**src/rtl/qdec_pkg.sv**
```systemverilog
// Shared types and constants for the qdec bitstream front end.
package qdec_pkg;

  localparam logic [7:0] QDEC_EPB_BYTE = 8'h03;

  typedef enum logic [1:0] {
    BSF_IDLE,
    BSF_RUN,
    BSF_DRAIN
  } bsf_state_t;

  typedef logic [31:0] bs_word_t;

endpackage

```
**src/rtl/qdec_bs_fetch_if.sv**
```systemverilog
// Bitstream RAM read port and CABAC byte stream of qdec_bs_fetch.
interface qdec_bs_fetch_if #(
  parameter int ADDR_W = 16
);
  import qdec_pkg::*;

  logic              mem_re;
  logic [ADDR_W-1:0] mem_addr;
  bs_word_t          mem_rdata;
  logic [7:0]        bitstreamFetch;
  logic              bitstreamFetch_vld;
  logic              bitstreamFetch_rdy;

  modport master (
    output mem_re, mem_addr, bitstreamFetch, bitstreamFetch_vld,
    input  mem_rdata, bitstreamFetch_rdy
  );

  modport slave (
    input  mem_re, mem_addr, bitstreamFetch, bitstreamFetch_vld,
    output mem_rdata, bitstreamFetch_rdy
  );

endinterface

```
**src/rtl/qdec_bs_word_fifo.sv**
```systemverilog
// Synchronous DEPTH x 32 word FIFO with asynchronous active-high reset.
module qdec_bs_word_fifo
  import qdec_pkg::*;
#(
  parameter int DEPTH = 4
) (
  input  logic                         clk,
  input  logic                         rst,
  input  logic                         push,
  input  bs_word_t                     wdata,
  input  logic                         pop,
  output bs_word_t                     rdata,
  output logic [$clog2(DEPTH+1)-1:0]   count,
  output logic                         empty
);

  localparam int AW = (DEPTH > 1) ? $clog2(DEPTH) : 1;
  localparam int CW = $clog2(DEPTH + 1);

  bs_word_t        mem [DEPTH];
  logic [AW-1:0]   wr_ptr;
  logic [AW-1:0]   rd_ptr;

  always_ff @(posedge clk) begin
    if (push) mem[wr_ptr] <= wdata;
  end

  // DEPTH is a power of two, so pointers wrap naturally
  always_ff @(posedge clk or posedge rst) begin
    if (rst) begin
      wr_ptr <= '0;
      rd_ptr <= '0;
      count  <= '0;
    end else begin
      if (push) wr_ptr <= wr_ptr + AW'(1);
      if (pop)  rd_ptr <= rd_ptr + AW'(1);
      case ({push, pop})
        2'b10:   count <= count + CW'(1);
        2'b01:   count <= count - CW'(1);
        default: count <= count;
      endcase
    end
  end

  assign rdata = mem[rd_ptr];
  assign empty = (count == '0);

endmodule

```
**src/rtl/qdec_bs_fetch.sv**
```systemverilog
// Payload prefetch, big-endian byte unpack and emulation-prevention removal for CABAC.
// Optional epb_cnt port/counter is enabled by defining QDEC_BS_EPB_CNT_EN.
module qdec_bs_fetch
  import qdec_pkg::*;
#(
  parameter int ADDR_W     = 16,
  parameter int FIFO_DEPTH = 4
) (
  input  logic                clk,
  input  logic                rst,
  input  logic                start,
  input  logic [ADDR_W-1:0]   base_addr,
  input  logic [ADDR_W+1:0]   byte_len,
  qdec_bs_fetch_if.master     bs,
  output logic                busy,
  output logic                done
`ifdef QDEC_BS_EPB_CNT_EN
  ,
  output logic [ADDR_W+1:0]   epb_cnt
`endif
);

  localparam int CW = $clog2(FIFO_DEPTH + 1);

  bsf_state_t         state;
  bsf_state_t         state_nxt;
  logic               done_set;

  logic [ADDR_W-1:0]  base_q;
  logic [ADDR_W+1:0]  len_q;
  logic [ADDR_W+1:0]  consumed;
  logic [ADDR_W:0]    words_issued;
  logic [ADDR_W:0]    words_needed;
  logic               rd_pending;
  logic [1:0]         byte_idx;
  logic [1:0]         zero_cnt;
  logic [7:0]         out_byte;
  logic               out_vld;
  logic               done_q;

  logic               fifo_push;
  logic               fifo_pop;
  bs_word_t           fifo_rdata;
  logic [CW-1:0]      fifo_count;
  logic               fifo_empty;

  logic               start_ok;
  logic               bypass;
  bs_word_t           cur_word;
  logic               src_vld;
  logic               out_free;
  logic               take;
  logic [7:0]         raw_byte;
  logic               last_byte;
  logic               word_done;
  logic               drop;
  logic               issue;

  qdec_bs_word_fifo #(.DEPTH(FIFO_DEPTH)) u_fifo (
    .clk   (clk),
    .rst   (rst),
    .push  (fifo_push),
    .wdata (bs.mem_rdata),
    .pop   (fifo_pop),
    .rdata (fifo_rdata),
    .count (fifo_count),
    .empty (fifo_empty)
  );

  // With an empty FIFO the returning word is unpacked straight off the bus for 2-cycle latency
  assign start_ok     = (state == BSF_IDLE) && start;
  assign bypass       = fifo_empty && rd_pending;
  assign cur_word     = bypass ? bs.mem_rdata : fifo_rdata;
  assign src_vld      = (state == BSF_RUN) && (!fifo_empty || rd_pending);
  assign out_free     = !out_vld || bs.bitstreamFetch_rdy;
  assign take         = src_vld && out_free;
  assign last_byte    = (consumed + (ADDR_W+2)'(1)) == len_q;
  assign word_done    = (byte_idx == 2'd3) || last_byte;
  assign drop         = (raw_byte == QDEC_EPB_BYTE) && (zero_cnt == 2'd2);
  assign words_needed = {1'b0, len_q[ADDR_W+1:2]} + (ADDR_W+1)'(|len_q[1:0]);
  assign issue        = (state == BSF_RUN)
                     && (({1'b0, fifo_count} + {{CW{1'b0}}, rd_pending}) < (CW+1)'(FIFO_DEPTH))
                     && (words_issued < words_needed);
  assign fifo_push    = rd_pending && !(bypass && take && word_done);
  assign fifo_pop     = take && word_done && !bypass;

  always_comb begin
    raw_byte = cur_word[31:24];
    case (byte_idx)
      2'd1:    raw_byte = cur_word[23:16];
      2'd2:    raw_byte = cur_word[15:8];
      2'd3:    raw_byte = cur_word[7:0];
      default: raw_byte = cur_word[31:24];
    endcase
  end

  always_ff @(posedge clk or posedge rst) begin
    if (rst) state <= BSF_IDLE;
    else     state <= state_nxt;
  end

  always_comb begin
    state_nxt = state;
    done_set  = 1'b0;
    case (state)
      BSF_IDLE: begin
        if (start) begin
          if (byte_len != '0) state_nxt = BSF_RUN;
          else                done_set  = 1'b1;
        end
      end
      BSF_RUN: begin
        if (take && last_byte) state_nxt = BSF_DRAIN;
      end
      BSF_DRAIN: begin
        if (out_free) begin
          state_nxt = BSF_IDLE;
          done_set  = 1'b1;
        end
      end
      default: state_nxt = BSF_IDLE;
    endcase
  end

  always_ff @(posedge clk or posedge rst) begin
    if (rst) begin
      base_q       <= '0;
      len_q        <= '0;
      consumed     <= '0;
      words_issued <= '0;
      rd_pending   <= 1'b0;
      byte_idx     <= '0;
      zero_cnt     <= '0;
      out_byte     <= '0;
      out_vld      <= 1'b0;
      done_q       <= 1'b0;
    end else begin
      rd_pending <= issue;
      done_q     <= done_set;
      if (start_ok) begin
        base_q       <= base_addr;
        len_q        <= byte_len;
        consumed     <= '0;
        words_issued <= '0;
        byte_idx     <= '0;
        zero_cnt     <= '0;
      end else begin
        if (issue) words_issued <= words_issued + (ADDR_W+1)'(1);
        if (take) begin
          consumed <= consumed + (ADDR_W+2)'(1);
          byte_idx <= word_done ? 2'd0 : byte_idx + 2'd1;
          if (drop)                  zero_cnt <= 2'd0;
          else if (raw_byte != 8'h00) zero_cnt <= 2'd0;
          else if (zero_cnt != 2'd2)  zero_cnt <= zero_cnt + 2'd1;
        end
      end
      // Output register reloads in the same cycle it is accepted; held otherwise
      if (take && !drop) begin
        out_byte <= raw_byte;
        out_vld  <= 1'b1;
      end else if (bs.bitstreamFetch_rdy) begin
        out_vld  <= 1'b0;
      end
    end
  end

`ifdef QDEC_BS_EPB_CNT_EN
  always_ff @(posedge clk or posedge rst) begin
    if (rst)                               epb_cnt <= '0;
    else if (start_ok)                     epb_cnt <= '0;
    else if (take && drop && epb_cnt != '1) epb_cnt <= epb_cnt + (ADDR_W+2)'(1);
  end
`endif

  assign bs.mem_re             = issue;
  assign bs.mem_addr           = base_q + words_issued[ADDR_W-1:0];
  assign bs.bitstreamFetch     = out_byte;
  assign bs.bitstreamFetch_vld = out_vld;
  assign busy                  = (state != BSF_IDLE);
  assign done                  = done_q;

endmodule

```
**src/flat_wrapper.sv**
```systemverilog
// flat-port wrapper written by rule: the top's interface ports become plain ports
module qdec_bs_fetch_flat import qdec_pkg::*;
#(
  parameter int ADDR_W     = 16,
  parameter int FIFO_DEPTH = 4
)
  (clk, rst, start, base_addr, byte_len, busy, done, bs_mem_re, bs_mem_addr, bs_bitstreamFetch, bs_bitstreamFetch_vld, bs_mem_rdata, bs_bitstreamFetch_rdy);
  qdec_bs_fetch_if #(.ADDR_W(ADDR_W)) bs_i ();
  input  logic clk;
  input  logic rst;
  input  logic start;
  input  logic [ADDR_W-1:0] base_addr;
  input  logic [ADDR_W+1:0] byte_len;
  output logic busy;
  output logic done;
  output wire logic [$bits(bs_i.mem_re)-1:0] bs_mem_re;
  output wire logic [$bits(bs_i.mem_addr)-1:0] bs_mem_addr;
  output wire logic [$bits(bs_i.bitstreamFetch)-1:0] bs_bitstreamFetch;
  output wire logic [$bits(bs_i.bitstreamFetch_vld)-1:0] bs_bitstreamFetch_vld;
  input wire logic [$bits(bs_i.mem_rdata)-1:0] bs_mem_rdata;
  input wire logic [$bits(bs_i.bitstreamFetch_rdy)-1:0] bs_bitstreamFetch_rdy;
  assign bs_mem_re = bs_i.mem_re;
  assign bs_mem_addr = bs_i.mem_addr;
  assign bs_bitstreamFetch = bs_i.bitstreamFetch;
  assign bs_bitstreamFetch_vld = bs_i.bitstreamFetch_vld;
  assign bs_i.mem_rdata = bs_mem_rdata;
  assign bs_i.bitstreamFetch_rdy = bs_bitstreamFetch_rdy;
  qdec_bs_fetch #(.ADDR_W(ADDR_W), .FIFO_DEPTH(FIFO_DEPTH)) u_core (.clk(clk), .rst(rst), .start(start), .base_addr(base_addr), .byte_len(byte_len), .bs(bs_i), .busy(busy), .done(done));
endmodule
```
**config.mk**
```make
export PLATFORM = sky130hd
export DESIGN_NAME = qdec_bs_fetch_flat
export DESIGN_NICKNAME = d
export VERILOG_FILES = /design/src/rtl/qdec_pkg.sv /design/src/rtl/qdec_bs_fetch_if.sv /design/src/rtl/qdec_bs_word_fifo.sv /design/src/rtl/qdec_bs_fetch.sv /design/src/flat_wrapper.sv
export SDC_FILE = /design/constraint.sdc
export NUM_CORES = 1
export LEC_CHECK = 0
export BUFFER_PORTS_ARGS = -buffer_cell sky130_fd_sc_hd__buf_2
export CAP_MARGIN = 30
export CORE_ASPECT_RATIO = 1.4
export CORE_MARGIN = 8
export CORE_UTILIZATION = 54
export DETAILED_ROUTE_END_ITERATION = 7
export GPL_ROUTABILITY_DRIVEN = 0
export GPL_TIMING_DRIVEN = 0
export HOLD_SLACK_MARGIN = 0.15
export PLACE_DENSITY = 0.74
export RECOVER_POWER = 25
export SYNTH_ARGS = -nofsm -noshare
export SYNTH_HDL_FRONTEND = slang
export SYNTH_SLANG_ARGS = --single-unit
```
**constraint.sdc**
```tcl
create_clock -name clk -period 3.7 [get_ports clk]
set_input_delay 0.37 -clock clk [delete_from_list [all_inputs] [get_ports clk]]
set_output_delay 0.37 -clock clk [all_outputs]
set_load 0.02 [all_outputs]
```
## Yosys cells after proc, flatten, opt, wreduce, memory -nomap -nowiden

Memories as Yosys holds them, arrays and structs flattened.
Cells that the tools add are included.

- Bits in writable memories: 128
- Output and inout bits: 28
- Bits of input ports: 70
- Latch bits: 0
- Memories: 1
- Register bits: 93
- ROM bits: 0
- Logic and storage cells: 106

- $mul: 0
- Shifts and indexed selects: 0
- Div/mod/pow operators: 0
- Equal/unequal tests: 15
- Multiplexer cells: 28
- Add/subtract/negate cells: 11
- $lt $le $gt $ge: 2
- Reduce and logical (&&, ||, !) cells: 35
- Bitwise logic cells: 0

Memories:

| memory | depth | width | rd ports | clocked after Yosys merged registers in | write ports | line | source |
|---|---|---|---|---|---|---|---|
| u_core.u_fifo.mem | 4 | 32 | 1 | 0 | 1 | qdec_bs_word_fifo.sv:20 | `bs_word_t mem [DEPTH];` |

Operators with widths:

| cell | number |
|---|---|
| two-way mux 18 bit | 2 |
| two-way mux 17 bit | 2 |
| two-way mux 32 bit | 1 |
| two-way mux 2 bit | 12 |
| case mux 8 bit (3 select lines) | 1 |
| adder 18 x 1 -> 18 bit, second input constant | 1 |
| == test 18 bit | 1 |
| nonzero test 18 bit | 1 |
| adder 16 x 1 -> 17 bit | 1 |
| adder 17 x 1 -> 17 bit, second input constant | 1 |
| less-than comparator 17 bit | 1 |
| adder 16 bit | 1 |
| logical AND 1 bit | 14 |
| == test 2 bit, second input constant | 5 |
| nonzero test 2 bit | 5 |
| adder 2 x 1 -> 2 bit, second input constant | 4 |
| == test 8 x 2 -> 1 bit, second input constant | 1 |
| inequality test 2 bit, second input constant | 4 |
| nonzero test 8 bit | 1 |
| two-way mux 1 bit | 7 |
| == test 2 x 1 -> 1 bit, second input constant | 3 |
| case mux 2 bit (3 select lines) | 1 |
| case mux 3 bit (2 select lines) | 1 |
| zero test 1 bit | 5 |
| other kinds (13) | 15 |

## Logic depth before layout (Yosys ltp)

Gate-level depths: netlist (run 1).

- Word-level depth: 11
- Mapped depth: 18
- Depth with buffers taken out: 17

## Hierarchy

Synthesis (run 1) repeated with hierarchy kept, for this count alone.

- Cells, all modules: 948
- Area total of the unflattened synthesis: 11310.8 um^2

By module, submodules not included:

| module | sequential area each (um^2) | cells an instance | area each (um^2) | times used |
|---|---|---|---|---|
| qdec_bs_fetch | 2152.1 | 744 | 6248.5 | 1 |
| qdec_bs_word_fifo | 4018.9 | 204 | 5062.4 | 1 |

## Least setup slack after synthesis (run 1)

No wires, ideal clock.

- Path kind: flip-flop to flip-flop
- Start: register u_core.len_q[0]
- End: register u_core.words_issued[15]
- Path buffers: 1
- Path slack: -69 ps
- Arrival time: 3703 ps
- Data required time: 3634 ps
- Clock period less this slack: 3769 ps
- Cell stages (with the launch flop): 17
- Library setup time: 66 ps
- Cell sequence: dfrtp_1 or2_2 ha_1 and3_1 and3_1 and3_1 clkbuf_1 nand3_1 xor2_1 ha_1 a211o_1 nor3_1 o21ai_0 a21oi_1 o2111ai_1 or4_1 nand2_1

- Cells in the longest elaborated chain, start to end: 5

Ends and longest elaborated chain:

| what | line | source |
|---|---|---|
| start: declaration | qdec_bs_fetch.sv:30 | `logic [ADDR_W+1:0] len_q;` |
| start signal: assignment | qdec_bs_fetch.sv:142 | `len_q <= byte_len;` |
| OR reduction 2 bit | qdec_bs_fetch.sv:80 | `assign words_needed = {1'b0, len_q[ADDR_W+1:2]} + (ADDR_W+1)'(\|len_q[1:0]);` |
| adder 16 x 1 -> 17 bit | qdec_bs_fetch.sv:80 |  |
| less-than comparator 17 bit | qdec_bs_fetch.sv:83 | `&& (words_issued < words_needed);` |
| logical AND 1 bit | qdec_bs_fetch.sv:83 |  |
| nonzero test 2 bit (no source line) | -- |  |
| end signal: assignment | qdec_bs_fetch.sv:148 | `if (issue) words_issued <= words_issued + (ADDR_W+1)'(1);` |
| end: declaration | qdec_bs_fetch.sv:32 | `logic [ADDR_W:0] words_issued;` |

No other way between the ends.
A chain may end at the register's enable or synchronous reset.

## Worst setup path after layout (run 1)

- Start: register u_core.len_q[0]
- End: output bs_mem_re

- Cells in the longest elaborated chain, start to end: 4

Ends and longest elaborated chain:

| what | line | source |
|---|---|---|
| OR reduction 2 bit | qdec_bs_fetch.sv:80 |  |
| adder 16 x 1 -> 17 bit | qdec_bs_fetch.sv:80 |  |
| less-than comparator 17 bit | qdec_bs_fetch.sv:83 |  |
| logical AND 1 bit | qdec_bs_fetch.sv:83 |  |
| end: declaration | flat_wrapper.sv:16 | `output wire logic [$bits(bs_i.mem_re)-1:0] bs_mem_re;` |

No other way between the ends.

==> impl_metrics.yaml, run 1 <==
setup_path:
  arrival_ns: 3.35
  worstSetupPathType: "reg2out"
  critPathMostFrequentCell: "and3_4"
  slowest_stage: "dfrtp_1"
  required_ns: 3.33
  cpPeakStageDelay_ns: 0.38
  crit_path_start_kind: "flip-flop"
  worst-path-max-fanout: 5
  crit_chain: "or2_4 > ha_4 > and3_4 > and3_4 > and3_4 > and3_4 > xnor2_1 > ha_1 > nand4_1 > nor3_2 > nor3_2 > o21ai_1 > a21oi_2 > nor2_2 > inv_2 > buf_6"
  worstSetupEndpointType: "primary output"
logic_synthesis:
  syn_avg_cell_area_um2: 11.8
  ys_seq_area_share_pct: 54.5
  ys_ff_latch: 221
  async_flop_share_pct: 42.1
  yosysWarnings: 0
  synth-edff-count: 128
  syn_inst: 957
  synth_cell_type_count: 73
  synth_top_cell_area_share_pct: 33.9
  synth_area_mm2: 0.0113
  synth_area_leaders: "edfxtp_1 (34%), dfrtp_1 (21%), nand2_1 (5.5%)"
  synthFlopType: "edfxtp_1"
  synth_area_leader_cell: "edfxtp_1"
  syn_nets: 1074
timing:
  grt_setup_unrepaired: "yes"
  period_needed_ns: 3.72
  fin_hold_ws_ns: 0.215
  fmax_mhz: 269
  final_max_slew_viol_count: 0
  hold_viol: 0
  finalClockSkew_ns: 0.00855
  slew_headroom_pct: 40.5
  setup_viol: 1
  layout_setup_ws_ns: -0.0195
  fin_crit_sh_pct: 101
  worst_pin_slew_ns: 0.893
routing:
  num_vias: 8520
  post_drt_wl_per_cell_um: 19.8
  wirelength_um: 28600
  vias_per_cell: 5.90
  drt_pass1_iterations: 5
  drtAntennaViolNets: 0
  drc: 0
  drtIter0Drc: 558
finish:
  layout-drive-gt1-share_pct: 21.5
  post-route-util_pct: 68.7
  syn_to_final_growth_pct: 24.7
  n_antenna_cell: 0
  fillers: 1421
  nets: 1288
clock_network:
  clkTransAtPathRegs_ns: 0.06
  ctsHtreeMaxLevel: 1
  tritoncts: "yes"
  cts_buffers: 22
  cts_max_path_buffers: 3
  cts.sinks: 221
  clock-root-buffer: "clkbuf_16"
  worst_skew_pair.late_latency_ns: 0.50
power:
  leakagePower_nw: 5.66
  p_per_area_mw_per_mm2: 848
  ir_worst_vdd_mv: 0.793
run_status:
  status: "finished with violations"
  failed_checks: "setup timing"
global_route:
  grt_pass1_vias: 8593
  grt.overflow.total: 0
  grt_max_degree: 57
  grt_pass1_wl_um: 44900
  antenna_found_initial: 0
  track_usage_pct: 21.1
job:
  maxCapViolations: 0
place:
  port_buffers: 97
  pre_cts_ws_ns: -0.510
  post-dp-hpwl_um: 19000
worst_hold_path:
  min_path_type: "in2reg"
floorplan:
  start_util_pct: 55.1
  num_rows: 62
  die_area_mm2: 0.0259
  dieWidth_um: 138
  die_h_um: 187
  core_area_mm2: 0.0206
  ios: 98
-- cell usage after synthesis, drive strengths merged (11+ instances only) --
library cell,n
ha,45
and2,14
o31ai,12
and3,13
a222oi,13
edfxtp,128
nor3,13
xnor2,39
buf,17
nand4,11
mux2,13
clkbuf,26
nor2,41
o21ai,45
inv,28
xor2,22
a21oi,38
dfrtp,93
a21o,12
mux4,29
nand2,167
nand3,26
-- path summary, 6_finish.rpt --
path / start / end / slack, ns / depth (start not counted)
worst min-delay path: bs_bitstreamFetch_rdy / u_core.bs.bitstreamFetch_vld / 0.22 / 3
worst min register to register: u_core.zero_cnt[0] / u_core.zero_cnt[0] / 0.48 / 1
min in group asynchronous: rst / u_core.base_q[6] / 0.47 / 3
max in group asynchronous: rst / u_core.len_q[2] / 2.54 / 4
worst max register to register: u_core.len_q[0] / u_core.words_issued[10] / 0.05 / 18
worst max-delay path: u_core.len_q[0] / bs_mem_re / -0.02 / 16
-- registers in the layout, indices dropped and copies added (netlist names) --
register,count
u_core.u_fifo.mem,128
u_core.len_q,18
u_core.u_fifo.rd_ptr,2
u_core.byte_idx,2
u_core.u_fifo.count,3
u_core.u_fifo.wr_ptr,2
u_core.state,2
u_core.bs.bitstreamFetch,8
u_core.zero_cnt,2
u_core.done,1
u_core.words_issued,17
u_core.bs.bitstreamFetch_vld,1
u_core.rd_pending,1
u_core.base_q,16
u_core.consumed,18
-- power by group --
part | total, mW | leakage (nW) | internal, mW | switching, mW
combinational | 5.58 | 2.93 | 2.39 | 3.19
clock | 2.46 | 0.382 | 1.51 | 0.951
sequential | 3.94 | 2.36 | 3.40 | 0.541
-- critical path, delay by kind of cell (launching register included) --
family | cells | cell delay [ns]
buffers and inverters | 2 | 0.19
flip-flops | 1 | 0.38
XOR/XNOR | 1 | 0.12
adder cells (fa/ha/maj) | 2 | 0.47
AO/OA/AOI/OAI | 2 | 0.18
AND/OR/NAND/NOR | 9 | 1.51
-- cell usage in the layout, fill, tap and decap left out, types with 5 or more instances in the layout --
| cell | count |
|---|---|
| a21boi_1 | 5 |
| a21o_1 | 12 |
| a21oi_1 | 30 |
| a21oi_2 | 7 |
| a222oi_1 | 13 |
| and2_1 | 8 |
| and2_2 | 5 |
| and3_1 | 9 |
| buf_1 | 6 |
| buf_2 | 73 |
| buf_4 | 26 |
| bufinv_16 | 5 |
| clkbuf_1 | 56 |
| clkbuf_16 | 23 |
| dfrtp_1 | 87 |
| dfrtp_2 | 6 |
| dlygate4sd3_1 | 67 |
| edfxtp_1 | 128 |
| ha_1 | 39 |
| inv_1 | 25 |
| mux2_2 | 12 |
| mux4_2 | 25 |
| nand2_1 | 167 |
| nand2b_1 | 7 |
| nand3_1 | 24 |
| nand4_1 | 9 |
| nor2_1 | 38 |
| nor2b_1 | 6 |
| nor3_1 | 10 |
| nor4_1 | 5 |
| o211ai_1 | 8 |
| o21ai_0 | 41 |
| o31ai_1 | 8 |
| or3_1 | 7 |
| or4_1 | 5 |
| xnor2_1 | 38 |
| xor2_1 | 21 |
-- cell type report --
cell class	count	area, µm²	area share (%)
repair buffers	191	1370	9.71
clock inverters	13	208	1.47
flip-flops and latches	221	6180	43.7
well taps	256	320	2.27
multi-input cells	665	5120	36.3
inverters	28	108	0.762
clock buffers	27	601	4.25
plain buffers	42	214	1.52
-- cell families after synthesis --
group	Yosys count	synth area share, %
xor+xnor	62	4.92
simple gates	337	14.5
buf+inv	71	2.82
mux	46	7.55
compound gates	173	10.4
fa+ha+maj	47	5.33
flops	221	54.5
-- through the flow --
step	power (mW)	cells	setup TNS, ns	instance area (µm²)
finish	12.0	1443	-0.0195	14100
global route	12.7	1443	-1.36	14100
CTS	11.8	1436	-0.0547	13900
detailed placement	8.94	1311	-4.59	12200
global placement	8.81	1310	-102.04	12100
floorplan	7.46	957	0	11300
-- repair_timing --
action,in CTS,in global routing
resized for setup,32,43
hold buffers,67,0
pin swaps,16,35
setup buffers,19,7
endpoints found under the setup margin,15,145
hold endpoints to repair,199,0
gates cloned,0,0
-- layer usage --
layer | GRT usage (%) | share of wire (%) | up-vias
met1 | 24.3 | 39 | 4194
met5 | 0 | 0 | -
met4 | 8.64 | 3.3 | 0
li1 | - | - | 3980
met2 | 38.3 | 52 | 283
met3 | 3.15 | 5.2 | 63
Power figures use the tool's default switching activity.
==> run 2: changes to the inputs <==
Settings changed: CORE_UTILIZATION 54 to 30, PLACE_DENSITY 0.74 to 0.45, TNS_END_PERCENT set to 5.
==> impl_metrics.yaml, run 2 (synthesized netlist as in run 1, its figures left out) <==
run_status:
  status: "finished with violations"
  failed_checks: "setup timing"
setup_path:
  worstSetupPathType: "reg2out"
  crit_chain: "or2_4 > ha_4 > and3_4 > and3_4 > and3_4 > and3_4 > xnor2_2 > ha_1 > nand4_1 > nor3_1 > nor3_1 > o21ai_1 > a21oi_2 > nor2_2 > inv_2 > buf_6"
  cp_num_buf_inv: 2
  critPathMostFrequentCell: "and3_4"
  slowest_stage: "dfrtp_1"
  worst-path-max-fanout: 4
  required_ns: 3.33
  crit_family: "simple AND/OR/NAND/NOR gates"
  worstSetupEndpointType: "primary output"
  crit_path_start_kind: "flip-flop"
  cpPeakStageDelay_ns: 0.40
  arrival_ns: 3.40
power:
  clkPwrFrac_pct: 20.3
  leakagePower_nw: 5.71
  switching_share_pct: 39.8
  p_comb_share_pct: 47.2
  p_int_mw: 7.27
  p_per_area_mw_per_mm2: 836
  p_seq_share_pct: 32.5
  power_switching_mw: 4.80
  ir_worst_vdd_mv: 0.416
routing:
  met2_length_um: 16400
  routed-wl-met3_um: 1000
  wirelength_um: 31800
  top_layer: "met4"
  wl_met1_um: 13500
  drt_pass1_iterations: 8
  post_drt_wl_per_cell_um: 19.1
  num_vias: 8320
  drtAntennaViolNets: 0
  drtIter0Drc: 386
  vias_per_cell: 4.99
  drc: 0
global_route:
  grt_pass1_vias: 8619
  grt.overflow.total: 0
  track_usage_pct: 14.3
  antenna_found_initial: 0
  grt_max_degree: 54
  grt_pass1_wl_um: 50100
finish:
  nets: 1292
  layout-drive-gt1-share_pct: 20.5
  largest_reg_flops: 128
  syn_to_final_growth_pct: 27.5
  n_antenna_cell: 0
  top_regs: "u_core.u_fifo.mem x128, u_core.consumed x18, u_core.len_q x18"
  final_common_cell: "nand2_1"
  regMostFlops: "u_core.u_fifo.mem"
  post-route-util_pct: 38.6
  layout.cells.non_filler: 1666
  layout_common_cells: "nand2_1 (166), edfxtp_1 (128), dfrtp_1 (90)"
  final_cell_area_mm2: 0.0144
place:
  post-dp-hpwl_um: 22800
  pre_cts_ws_ns: -0.571
  dp_cells: 1534
  placed_area_mm2: 0.0126
  port_buffers: 97
worst_hold_path:
  min_path_type: "in2reg"
floorplan:
  die_area_mm2: 0.0443
  ios: 98
  start_util_pct: 30.3
  dieWidth_um: 180
  num_rows: 84
  die_h_um: 246
  core_area_mm2: 0.0374
timing:
  finalClockSkew_ns: 0.0167
  setup_viol: 4
  layout_setup_ws_ns: -0.0673
  hold_viol: 0
  slew_headroom_pct: 41.6
  worst_pin_slew_ns: 0.877
  grt_setup_unrepaired: "yes"
  final_max_slew_viol_count: 0
  fmax_mhz: 265
  fin_crit_sh_pct: 102
  fin_hold_ws_ns: 0.266
  period_needed_ns: 3.77
clock_network:
  clock-root-buffer: "clkbuf_16"
  worst_skew_pair.late_latency_ns: 0.52
  ctsHtreeMaxLevel: 1
  cts_buffers: 25
  cts_max_path_buffers: 3
  cts.sinks: 221
  tritoncts: "yes"
  clkTransAtPathRegs_ns: 0.06
job:
  maxCapViolations: 0
run 2: cell types whose count changed in the layout (fill, tap and decap cells not counted), sizes merged:
cell	previous run	this run
dlygate4sd3	67	68
clkbuf	80	85
clkinvlp	4	1
clkinv	3	11
buf	113	112
bufinv	5	2
inv	29	28
run 2: cell type report:
cell class / count / area, µm²
inverters: 28 / 108
well taps: 473 / 592
repair buffers: 192 / 1430
clock inverters: 14 / 123
fillers: 3699 / 23000
plain buffers: 42 / 220
multi-input cells: 665 / 5110
flip-flops and latches: 221 / 6170
clock buffers: 31 / 678
run 2: timing repair:
| action | in CTS | in global routing |
|---|---|---|
| pin swaps | 14 | 26 |
| buffers inserted | 12 | 8 |
| gates resized for setup | 38 | 28 |
| hold endpoints to repair | 215 | 0 |
| hold buffers | 68 | 0 |
| setup endpoints to repair | 30 | 33 |
run 2: final timing paths:
| kind | from | end | slack, ns | depth (start not counted) |
|---|---|---|---|---|
| max | u_core.len_q[0] | bs_mem_re | -0.07 | 16 |
| min | start | u_core.state[0] | 0.27 | 3 |
| max reg2reg | u_core.len_q[0] | u_core.words_issued[5] | -0.02 | 17 |
| min reg2reg | u_core.bs.bitstreamFetch[4] | u_core.bs.bitstreamFetch[4] | 0.48 | 2 |
| max in group asynchronous | rst | u_core.consumed[2] | 2.47 | 4 |
| min in group asynchronous | rst | u_core.base_q[5] | 0.53 | 3 |
run 2: stage by stage:
step	TNS [ns]	total power, mW
after floorplan	0	7.46
after CTS	-0.523	12.1
after global routing	-2.16	12.9
after global placement	-177.36	9.14
after detailed placement	-5.81	9.26
final	-0.113	12.1
run 2: worst min-delay path: cells and delay by family:
kind | cells | cell delay, ns
and+or+nand+nor | 1 | 0.19
buffers and inverters | 1 | 0.13
AOI/OAI and AO/OA | 1 | 0.05
run 2: layer usage:
| metal | GRT usage (%) | up-vias |
|---|---|---|
| li1 | - | 3999 |
| met1 | 16.9 | 4108 |
| met2 | 26.5 | 170 |
| met3 | 1.86 | 43 |
| met4 | 4.34 | 0 |
| met5 | 0 | - |
run 2: power groups by stage:
stage	sequential [mW]	clock, mW	combinational, mW
floorplan	3.83	0	3.63
global placement	3.99	0	5.15
detailed placement	3.98	0	5.28
CTS	3.92	2.52	5.64
global route	4.02	2.61	6.29
finish	3.93	2.45	5.69
==> run 3: changes to the inputs <==
Settings changed: BUFFER_PORTS_ARGS -buffer_cell sky130_fd_sc_hd__buf_2 to not set, DONT_BUFFER_PORTS set to 1, PLACE_DENSITY 0.45 to 0.43.
==> impl_metrics.yaml, run 3 (synthesized netlist as in run 1, its figures left out) <==
power:
  switching_share_pct: 40.4
  p_seq_share_pct: 33.9
  power_switching_mw: 4.84
  p_per_area_mw_per_mm2: 847
  ir_worst_vdd_mv: 0.413
  power.total_mw: 12.0
  leakagePower_nw: 5.47
  p_comb_share_pct: 45.2
  clkPwrFrac_pct: 20.9
  p_int_mw: 7.13
floorplan:
  die_area_mm2: 0.0443
  start_util_pct: 30.3
  ios: 98
  num_rows: 84
  core_area_mm2: 0.0374
  die_h_um: 246
  dieWidth_um: 180
routing:
  vias_per_cell: 5.03
  drtIter0Drc: 419
  drt_pass1_iterations: 5
  wirelength_um: 33100
  num_vias: 7956
  drc: 0
  post_drt_wl_per_cell_um: 20.9
  drtAntennaViolNets: 0
timing:
  fin_crit_sh_pct: 100
  period_needed_ns: 3.71
  fin_hold_ws_ns: 0.186
  hold_viol: 0
  grt_setup_unrepaired: "yes"
  worst_pin_slew_ns: 0.883
  setup_viol: 1
  finalClockSkew_ns: 0.0107
  fmax_mhz: 269
  layout_setup_ws_ns: -0.0134
  finalSetupTns_ns: -0.0134
  final_max_slew_viol_count: 0
  slew_headroom_pct: 40.6
setup_path:
  crit_family: "compound AO/OA/AOI/OAI gates"
  arrival_ns: 3.34
  crit_chain: "or2_4 > ha_4 > ha_2 > nand3_4 > nor2_4 > and2_4 > nand2_1 > xor2_1 > ha_1 > a21o_1 > a21o_1 > a21oi_2 > o21ai_2 > a21oi_4 > nor2_2 > inv_2"
  r2r_cells: 18
  r2r_start: "u_core.len_q[0]"
  slowest_stage: "dfrtp_1"
  critPathMostFrequentCell: "a21o_1"
  r2r-end: "u_core.words_issued[15]"
  crit_path_start_kind: "flip-flop"
  worstSetupEndpointType: "primary output"
  worst-path-max-fanout: 4
  required_ns: 3.33
  cp_num_buf_inv: 1
  cpPeakStageDelay_ns: 0.39
  rrSetupSlack_ns: 0.06
  worstSetupPathType: "reg2out"
global_route:
  grt_pass1_vias: 8341
  track_usage_pct: 14.8
  antenna_found_initial: 0
  grt_max_degree: 51
  grt.overflow.total: 0
  grt_pass1_wl_um: 50600
finish:
  n_antenna_cell: 0
  layout_common_cells: "nand2_1 (167), edfxtp_1 (128), dfrtp_1 (88)"
  regMostFlops: "u_core.u_fifo.mem"
  largest_reg_flops: 128
  syn_to_final_growth_pct: 24.7
  final_common_cell: "nand2_1"
  top_regs: "u_core.u_fifo.mem x128, u_core.consumed x18, u_core.len_q x18"
  nets: 1208
  layout-drive-gt1-share_pct: 17.5
  final_cell_area_mm2: 0.0141
job:
  maxCapViolations: 0
clock_network:
  worst_skew_pair.late_latency_ns: 0.53
  tritoncts: "yes"
  cts_buffers: 26
  cts_max_path_buffers: 3
  clkTransAtPathRegs_ns: 0.06
  cts.sinks: 221
  clock-root-buffer: "clkbuf_16"
  ctsHtreeMaxLevel: 1
worst_hold_path:
  hold_end: "u_core.done"
  min_path_type: "in2reg"
  hold_path_depth: 3
  hp-start: "byte_len[1]"
run_status:
  failed_checks: "setup timing"
  status: "finished with violations"
place:
  pre_cts_ws_ns: -0.627
  post-dp-hpwl_um: 23000
  port_buffers: 0
  placed_area_mm2: 0.0121
## run 3: repair_timing
item / 4_1_cts / 5_1_grt
pin swaps: 13 / 18
setup buffers: 23 / 10
cloned: 0 / 0
setup endpoints to repair: 56 / 62
hold endpoints to repair: 215 / 0
hold buffers: 69 / 0
gates resized for setup: 39 / 29
## run 3: power groups by stage
stage / combinational [mW] / clock, mW / sequential, mW
3_3_place_gp: 4.80 / 0 / 4.09
6_report: 5.41 / 2.50 / 4.06
2_1_floorplan: 3.63 / 0 / 3.83
3_5_place_dp: 4.96 / 0 / 4.08
4_1_cts: 5.31 / 2.58 / 4.05
5_1_grt: 5.96 / 2.69 / 4.15
## run 3: cell type report
| class | count | area, µm² |
|---|---|---|
| fillers | 3686 | 23300 |
| flip-flops and latches | 221 | 6180 |
| multi-input cells | 665 | 5130 |
| repair buffers | 109 | 1070 |
| clock buffers | 31 | 701 |
| well taps | 473 | 592 |
| plain buffers | 40 | 215 |
| clock inverters | 16 | 130 |
| inverters | 28 | 108 |
## run 3: layer usage
layer	GRT usage (%)	vias up	share of wire [%]
met5	0	-	0
met4	4.95	0	2.7
met2	26.7	175	51
met3	2.65	52	4.9
li1	-	3826	-
met1	17.4	3903	41
## run 3: how the worst max path moves through the flow
stage                        from                        to  slack, ns  cells after the start
6_report          u_core.len_q[0]                 bs_mem_re      -0.01                     16
5_1_grt           u_core.len_q[0]                 bs_mem_re      -0.15                     15
4_1_cts           u_core.len_q[1]                 bs_mem_re      -0.12                     15
3_5_place_dp      u_core.len_q[0]    u_core.words_issued[6]      -0.63                     17
3_3_place_gp   u_core.consumed[0]  u_core.u_fifo.mem[1][13]      -0.90                      9
2_1_floorplan     u_core.len_q[0]    u_core.words_issued[6]       0.03                     17
## run 3: worst reg2reg max path: cells and delay by family, from the launching register on
| family | cells | cell delay (ns) |
|---|---|---|
| buffers and inverters | 1 | 0.17 |
| flip-flops | 1 | 0.39 |
| XOR/XNOR | 1 | 0.17 |
| AO/OA/AOI/OAI | 6 | 0.98 |
| adder cells (fa/ha/maj) | 3 | 0.62 |
| AND/OR/NAND/NOR | 7 | 1.24 |
## run 3: through the flow
step / util, % / cells
floorplan: - / 957
global placement: 31.9 / 1430
detailed placement: 32.2 / 1437
CTS: 37.1 / 1574
global route: 37.7 / 1583
finish: 37.7 / 1583
